--- src/rtl/lobinho_pkg.sv ---
// Shared types and constants for the game blocks: vote FSM states, player index type
// and the abstention code.
package lobinho_pkg;

  localparam int NUM_JOGADORES = 5;

  typedef logic [2:0] jogador_t;

  localparam jogador_t VOTO_NULO = 3'b111;

  typedef enum logic [1:0] {
    OCIOSO,
    COLETA,
    APURACAO,
    FIM
  } estado_votacao_t;

endpackage

--- src/rtl/proximo_vivo.sv ---
// Combinational search for the next alive player above the current index, or the
// lowest alive player when no current index is given.
module proximo_vivo #(
  parameter int NUM_JOGADORES = lobinho_pkg::NUM_JOGADORES
) (
  input  logic [NUM_JOGADORES-1:0] vivos,
  input  logic [2:0]               atual,
  input  logic                     tem_atual,
  output logic [2:0]               proximo,
  output logic                     ultimo
);

  // Scanning downwards leaves the lowest qualifying index as the final answer.
  always_comb begin
    proximo = '0;
    ultimo  = 1'b1;
    for (int i = NUM_JOGADORES - 1; i >= 0; i--) begin
      if (vivos[i] && (!tem_atual || i > int'(atual))) begin
        proximo = 3'(i);
        ultimo  = 1'b0;
      end
    end
  end

endmodule

--- src/rtl/urna_votacao.sv ---
// Ballot box: collects one vote per alive player in index order, then scans the tally
// to report the eliminated player or a tie. Define VOTO_NULO_EN to accept 3'b111 as abstention.
module urna_votacao #(
  parameter int NUM_JOGADORES = lobinho_pkg::NUM_JOGADORES,
  parameter int LARGURA_CONT  = 3
) (
  input  logic                     clock,
  input  logic                     reset,
  input  logic                     iniciar,
  input  logic [NUM_JOGADORES-1:0] vivos,
  input  logic                     voto_valido,
  input  logic [2:0]               jogador_escolhido,
  output logic [2:0]               votante_atual,
  output logic                     coletando,
  output logic                     voto_aceito,
  output logic                     voto_rejeitado,
  output logic                     pronto,
  output logic [2:0]               eliminado,
  output logic                     empate
);

  import lobinho_pkg::*;

  estado_votacao_t estado, estado_prox;

  logic [NUM_JOGADORES-1:0] vivos_lat;
  logic [LARGURA_CONT-1:0]  cont [NUM_JOGADORES];
  logic [LARGURA_CONT-1:0]  max_cont;
  logic [LARGURA_CONT-1:0]  cont_scan;
  jogador_t                 indice_scan;
  jogador_t                 primeiro_vivo;
  jogador_t                 proximo_votante;
  logic                     nenhum_vivo;
  logic                     ultimo_votante;
  logic                     alvo_vivo;
  logic                     eh_nulo;
  logic                     aceita;

  proximo_vivo #(.NUM_JOGADORES(NUM_JOGADORES)) u_inicio (
    .vivos     (vivos),
    .atual     (3'd0),
    .tem_atual (1'b0),
    .proximo   (primeiro_vivo),
    .ultimo    (nenhum_vivo)
  );

  proximo_vivo #(.NUM_JOGADORES(NUM_JOGADORES)) u_avanco (
    .vivos     (vivos_lat),
    .atual     (votante_atual),
    .tem_atual (1'b1),
    .proximo   (proximo_votante),
    .ultimo    (ultimo_votante)
  );

  // Compare-by-loop keeps out-of-range targets (5..7) from indexing past the mask.
  always_comb begin
    alvo_vivo = 1'b0;
    cont_scan = '0;
    for (int i = 0; i < NUM_JOGADORES; i++) begin
      if (int'(jogador_escolhido) == i && vivos_lat[i]) alvo_vivo = 1'b1;
      if (int'(indice_scan) == i) cont_scan = cont[i];
    end
  end

`ifdef VOTO_NULO_EN
  assign eh_nulo = (jogador_escolhido == VOTO_NULO);
`else
  assign eh_nulo = 1'b0;
`endif

  assign aceita    = alvo_vivo | eh_nulo;
  assign coletando = (estado == COLETA);
  assign pronto    = (estado == FIM);

  always_ff @(posedge clock) begin
    if (!reset) estado <= OCIOSO;
    else        estado <= estado_prox;
  end

  always_comb begin
    estado_prox = estado;
    if (iniciar) begin
      estado_prox = nenhum_vivo ? APURACAO : COLETA;
    end else begin
      case (estado)
        COLETA:   if (voto_valido && aceita && ultimo_votante) estado_prox = APURACAO;
        APURACAO: if (int'(indice_scan) == NUM_JOGADORES - 1) estado_prox = FIM;
        default:  estado_prox = estado;
      endcase
    end
  end

  always_ff @(posedge clock) begin
    if (!reset) begin
      vivos_lat      <= '0;
      votante_atual  <= '0;
      voto_aceito    <= 1'b0;
      voto_rejeitado <= 1'b0;
      eliminado      <= '0;
      empate         <= 1'b0;
      max_cont       <= '0;
      indice_scan    <= '0;
      for (int i = 0; i < NUM_JOGADORES; i++) cont[i] <= '0;
    end else begin
      voto_aceito    <= 1'b0;
      voto_rejeitado <= 1'b0;
      if (iniciar) begin
        vivos_lat     <= vivos;
        votante_atual <= primeiro_vivo;
        eliminado     <= '0;
        empate        <= 1'b0;
        max_cont      <= '0;
        indice_scan   <= '0;
        for (int i = 0; i < NUM_JOGADORES; i++) cont[i] <= '0;
      end else begin
        case (estado)
          COLETA: begin
            if (voto_valido) begin
              if (aceita) begin
                voto_aceito <= 1'b1;
                for (int i = 0; i < NUM_JOGADORES; i++) begin
                  if (!eh_nulo && int'(jogador_escolhido) == i) cont[i] <= cont[i] + 1'b1;
                end
                if (!ultimo_votante) votante_atual <= proximo_votante;
                indice_scan <= '0;
              end else begin
                voto_rejeitado <= 1'b1;
              end
            end
          end
          // Index 0 seeds the running max against an implicit max of 0 with empate set.
          APURACAO: begin
            if (indice_scan == '0) begin
              max_cont  <= cont_scan;
              eliminado <= '0;
              empate    <= (cont_scan == '0);
            end else if (cont_scan > max_cont) begin
              max_cont  <= cont_scan;
              eliminado <= indice_scan;
              empate    <= 1'b0;
            end else if (cont_scan == max_cont) begin
              empate    <= 1'b1;
            end
            indice_scan <= indice_scan + 3'd1;
          end
          default: ;
        endcase
      end
    end
  end

endmodule
--- config.mk ---
export PLATFORM = sky130hd
export DESIGN_NAME = urna_votacao
export DESIGN_NICKNAME = d
export VERILOG_FILES = /design/src/rtl/lobinho_pkg.sv /design/src/rtl/proximo_vivo.sv /design/src/rtl/urna_votacao.sv
export SDC_FILE = /design/constraint.sdc
export NUM_CORES = 1
export LEC_CHECK = 0
export CAP_MARGIN = 15
export CORE_ASPECT_RATIO = 1.5
export CORE_MARGIN = 8
export CORE_UTILIZATION = 40
export CTS_BUF_LIST = sky130_fd_sc_hd__clkbuf_2 sky130_fd_sc_hd__clkbuf_4 sky130_fd_sc_hd__clkbuf_8
export CTS_CLUSTER_SIZE = 14
export DETAILED_ROUTE_END_ITERATION = 8
export PLACE_DENSITY = 0.69
export SYNTH_ARGS = -nofsm -noshare
export SYNTH_HDL_FRONTEND = slang
export SYNTH_HIERARCHICAL = 1
export SYNTH_SLANG_ARGS = --single-unit
export TNS_END_PERCENT = 30
--- constraint.sdc ---
create_clock -name clock -period 3.6 [get_ports clock]
set_clock_uncertainty 0.15 [all_clocks]
set_input_delay 0.9 -clock clock [delete_from_list [all_inputs] [get_ports clock]]
set_output_delay 0.9 -clock clock [all_outputs]
set_load 0.05 [all_outputs]
# Yosys cells after proc, flatten, opt, wreduce, memory -nomap -nowiden
# Memory sizes are Yosys's and may differ from the RTL's.
# Cells that the tools add are included.
# classes
eq_ne	17
mux	99
reduce_logical	29
bitwise	13
addsub	6
n_lt_le_gt_ge	5
# ops
cell	count
3-bit 2-to-1 mux	35
1-bit 2-to-1 mux	58
3-bit by 1-bit adder with 3-bit output (second input constant)	6
3-bit equality test (second input constant)	6
3-bit logical NOT	4
1-bit logical AND	11
1-bit OR	10
2-bit nonzero test	5
2-bit 2-to-1 mux	4
3-bit by 2-bit equality test with 1-bit output (second input constant)	2
2-bit by 3-bit greater-than comparator with 1-bit output (first input constant)	2
3-bit case mux with 2 select lines	1
3-bit AND reduction	2
3-bit nonzero test	2
2-bit equality test (second input constant)	2
2-bit inequality test (second input constant)	2
2-bit case mux with 2 select lines	1
2-bit AND reduction	2
4-bit AND reduction	1
4-bit OR reduction	1
3-bit equality test	1
1-bit by 3-bit greater-than comparator with 1-bit output (first input constant)	1
3-bit greater-than comparator	1
3-bit greater-than comparator (first input constant)	1
other kinds (6)	8
# word_totals
mem_bits_rw	15
output_inout_bits	11
n_memories	1
word_cells	179
inputBits	12
reg_bits	22
# memory_table
name	words	width	rd	rd_ports_with_merged_regs	write_ports	line_no	source
cont	5	3	5	0	5	urna_votacao.sv:27	logic [LARGURA_CONT-1:0] cont [NUM_JOGADORES];

# Logic depth before layout (Yosys ltp)
# logic_depth
ltp_word	14
depth_mapped	12
mapped_depth_nobuf	11

# Modules after synthesis
# Netlist, hierarchy kept.
# by_module_without_submodules
module	area_each_um2	n_inst	cells_each
urna_votacao	1970.6	1	204
proximo_vivo	110.1	2	18

# Least setup slack after synthesis
# Ideal clock, no wire load.
# synth_path
path_type	register to register
from	register indice_scan[0]
to	register eliminado[0]
arrival_time_ns	2.476
path_stages_with_launch	12
path_buffers	0
setup_slack_ns	0.859
cell_sequence	dfxtp_1 -> ha_1 -> ha_1 -> or2_1 -> a221o_1 -> o211a_1 -> ha_1 -> nand2_1 -> o211ai_2 -> a31oi_2 -> mux2i_1 -> nor2_1
# synth_via
elab_chain_len	9
# synth_rtl
element	line_no	source
start: declaration	urna_votacao.sv:30	jogador_t indice_scan;
start signal: assignment	urna_votacao.sv:144	indice_scan <= indice_scan + 3'd1;
3-bit logical NOT	urna_votacao.sv:61	if (int'(indice_scan) == i) cont_scan = cont[i];
3-bit 2-to-1 mux (5 in series)	urna_votacao.sv:61	
3-bit greater-than comparator	urna_votacao.sv:137	end else if (cont_scan > max_cont) begin
2-bit nonzero test (no source line)	--	
2-bit AND reduction (no source line)	--	
end signal: assignment	urna_votacao.sv:139	eliminado <= indice_scan;
end: declaration	urna_votacao.sv:18	output logic [2:0] eliminado,
# Several ways; a longest one is shown, not always the timed one. The select of a mux whose other input is x is not followed.
# A chain may end at the register's enable or synchronous reset.

# Worst setup path after layout
# layout_path
from	register indice_scan[1]
to	register eliminado[0]
# layout_via
elab_chain_len	9
# layout_rtl
element	line_no	source
3-bit logical NOT	urna_votacao.sv:61	
3-bit 2-to-1 mux (4 in series)	urna_votacao.sv:61	
3-bit 2-to-1 mux (*)	urna_votacao.sv:61	
named net cont_scan[2]	urna_votacao.sv:29	logic [LARGURA_CONT-1:0] cont_scan;
3-bit greater-than comparator (*)	urna_votacao.sv:137	
2-bit nonzero test (no source line) (*)	--	
2-bit AND reduction (no source line) (*)	--	
# The timed path passes the listed nets; every way through them passes the cells marked *.

==> impl_metrics.csv <==
group,metric,value,unit
outcome,outcome,"completed",
global_routing,grt_pass1_vias,1793,
floorplan,die_x,76.43,microns
clock_tree,tritoncts,"done",
global_routing,grt_use_met1,0.1138,
cells_and_area,synthToLayoutAreaGrowth,22.39,%
sta,finalSetupTns,0,ns
sta,slew_viol_final,0,
power,swShare,0.2628,
setup_path,crit_path_end_kind,"register",
cells_and_area,final_common_cell,"nand2_1",
sta,slew_headroom,0.4868,
place,dpl_cell_area,2580,sq um
sta,worstMarginPinSlew,0.7598,ns
power,pwr-share-comb,0.156,
synth,yosys_warnings,6,
synth,synth.avg_cell_area,9.129,sq um
power,ir_drop,213.7,uV
power,p_sw,0.2451,mW
cells_and_area,fin_area,2681,sq um
clock_tree,cts_resized,0,
synth,synthCells,240,
floorplan,die-area,8150,sq um
power,clock_power_share,0.341,
detailed_routing,drtAntennaViolNets,0,
clock_tree,root_buffer,"clkbuf_8",
min_path,holdCritPathClass,"reg -> reg",
global_routing,grtUsageMet2,0.2379,
power,leakage,1.094,nW
detailed_routing,drt-total-wl,4762,microns
sta,grt_setup_unrepaired,"false",
global_routing,antenna_found_initial,0,
floorplan,start_util,0.4082,
global_routing,use_met3,0.02345,
setup_path,cp.required,3.64,ns
floorplan,ioPinCount,23,
job,maxCapViolations,0,
detailed_routing,drtIter0Drc,23,
synth,synthDistinctLibCells,49,
synth,synth_edf_count,15,
detailed_routing,wire_per_inst,13.19,microns
clock_tree,numCtsBuffers,5,
clock_tree,clock_path_buffers,2,
cells_and_area,fill_cells,549,
power,internal_power,0.6878,mW
clock_tree,h-tree-depth,2,
floorplan,std_cell_rows,33,
synth,ys_seq_area_frac,0.4066,
synth,ys_ff_latch,37,
setup_path,crit_fanout,8,
detailed_routing,dr.pass1.iters,4,
cells_and_area,final_util,0.4995,
synth,syn_area,2191,sq um
synth,async_flop_share,0,
clock_tree,clk_pin_slew,0.08,ns
clock_tree,cts_setup_buffers,0,
floorplan,core_area,5368,sq um
cells_and_area,nNetsFinal,315,
sta,fmax,0.3266,GHz
setup_path,crit_type,"reg -> reg",
sta,setup_viol,0,
sta,finalHoldViolCount,0,
power,pwr-share-seq,0.502,
sta,period_needed,3.062,ns
place,dp.final_hpwl,3798,microns
synth,ys.flop_type,"dfxtp_1",
sta,fin_crit_sh,0.8506,
place,gp_routability_congestion,0.8231,
cells_and_area,diodes,0,
global_routing,grt_max_degree,13,
global_routing,grt.total_usage,0.1216,
power,powerDensity,347.9,nW/um^2
global_routing,grt-ovfl-total,0,
detailed_routing,remaining_drc_errors,0,
detailed_routing,viasPerCell,4.914,
place,io_buffer_count,22,
setup_path,worstSetupStartpointType,"register",
cells_and_area,final_cell_mix,"nand2_1 (29), conb_1 (26), nor2_1 (24)",
setup_path,cp.arrival,3.11,ns
clock_tree,cts.sinks,37,
cells_and_area,drive_above_1_share,0.06529,
floorplan,die_y,106.6,microns
global_routing,grt_pass1_wl,7990,microns
global_routing,busiest_layer,"met2",
clock_tree,cts_hold_buf,0,
clock_tree,clock_latency,0.29,ns
detailed_routing,vias,1774,
==> power groups by stage <==
| stage | registers (mW) | logic (mW) | clock network [mW] |
|---|---|---|---|
| finish | 0.468 | 0.146 | 0.319 |
| global route | 0.471 | 0.163 | 0.340 |
| CTS | 0.469 | 0.147 | 0.327 |
| detailed placement | 0.478 | 0.146 | 0 |
| global placement | 0.477 | 0.145 | 0 |
| floorplan | 0.484 | 0.0900 | 0 |
==> final timing paths <==
kind	cells after the start	to	slack, ns	start
worst max register to register	11	eliminado[0]$_SDFFE_PP0P_	0.54	indice_scan[1]$_SDFFE_PP0P_
worst max-delay path	11	eliminado[0]$_SDFFE_PP0P_	0.54	indice_scan[1]$_SDFFE_PP0P_
worst min-delay path	2	indice_scan[1]$_SDFFE_PP0P_	0.35	indice_scan[1]$_SDFFE_PP0P_
worst min register to register	2	indice_scan[1]$_SDFFE_PP0P_	0.35	indice_scan[1]$_SDFFE_PP0P_
==> synth_stat cells (2+ instances only) <==
| cell | n | share of area |
|---|---|---|
| o22ai_1 | 2 | 0.0057 |
| clkbuf_1 | 3 | 0.0051 |
| conb_1 | 2 | 0.0034 |
| o2bb2ai_1 | 4 | 0.016 |
| dfxtp_1 | 22 | 0.20 |
| nand3_1 | 2 | 0.0046 |
| nor2b_1 | 12 | 0.034 |
| edfxtp_1 | 15 | 0.21 |
| a21oi_1 | 14 | 0.032 |
| mux2i_1 | 14 | 0.064 |
| a221o_1 | 3 | 0.014 |
| nand2_1 | 29 | 0.050 |
| o31ai_1 | 3 | 0.010 |
| inv_1 | 12 | 0.021 |
| nand2b_1 | 3 | 0.0086 |
| and3_1 | 5 | 0.014 |
| o21ai_0 | 6 | 0.014 |
| nor2_1 | 24 | 0.041 |
| ha_1 | 13 | 0.074 |
| xnor2_1 | 5 | 0.020 |
| o41ai_1 | 2 | 0.0080 |
| nor3_1 | 7 | 0.016 |
| a22oi_1 | 2 | 0.0069 |
| and4bb_1 | 2 | 0.011 |
| and2_1 | 2 | 0.0057 |
| nand3b_1 | 2 | 0.0069 |
| nor3b_1 | 2 | 0.0069 |
| o21ai_1 | 6 | 0.014 |
| a31oi_1 | 2 | 0.0057 |
==> metal layers <==
layer	wire, microns	part of all wire	up-vias
li1	-	-	930
met1	1874	0.39	808
met2	2576	0.54	25
met3	137	0.029	11
met4	174	0.037	0
met5	0	0	-
==> area by class of cell <==
| cell class | count | area (sq um) | share of cell area |
|---|---|---|---|
| Multi-Input combinational cell | 207 | 1303 | 0.4858 |
| Sequential cell | 37 | 890.9 | 0.3322 |
| Timing Repair Buffer | 26 | 250.2 | 0.09333 |
| Clock buffer | 7 | 96.34 | 0.03593 |
| Tap cell | 70 | 87.58 | 0.03266 |
| Inverter | 13 | 48.80 | 0.01820 |
| Clock inverter | 1 | 5.005 | 0.001867 |
==> stage by stage <==
stage / hold WS, ns / power, mW / std cells / worst slack, ns
finish: 0.3522 / 0.9329 / 361 / 0.5379
global placement: 0.3227 / 0.6223 / 353 / 0.4975
CTS: 0.3594 / 0.9429 / 361 / 0.5179
global route: 0.3731 / 0.9747 / 361 / 0.2697
detailed placement: 0.3410 / 0.6240 / 353 / 0.3863
floorplan: 0.3104 / 0.5737 / 264 / 0.8589
==> flip-flops by register name, summed over array words and instances (netlist names) <==
signal          cells
cont               15
eliminado           3
empate              1
estado              2
indice_scan         3
max_cont            3
vivos_lat           5
votante_atual       3
voto_aceito         1
voto_rejeitado      1
==> critical path: stages, from the launching register on <==
cell and delay (ns):
dfxtp_1 0.35, inv_1 0.11, ha_1 0.33, and2_1 0.34
nor2_2 0.08, a221o_1 0.31, ha_1 0.32, nand3_1 0.12
nand2_1 0.08, a31oi_2 0.48, mux2i_1 0.25, nor2_1 0.05
==> logic make-up (layout without fill, tap and decap cells) <==
logic type	count (synthesis)	in the layout	share of synthesized area
AND/OR/NAND/NOR	96	96	0.2222
AO/OA/AOI/OAI	52	52	0.1645
flip-flops	37	37	0.4066
buffers and inverters	20	47	0.03997
multiplexers	15	15	0.06910
adder cells (fa/ha/maj)	13	13	0.07425
XOR/XNOR	5	5	0.01999
other	2	26	0.003428
Note: power is estimated with default switching activity, not from simulation.
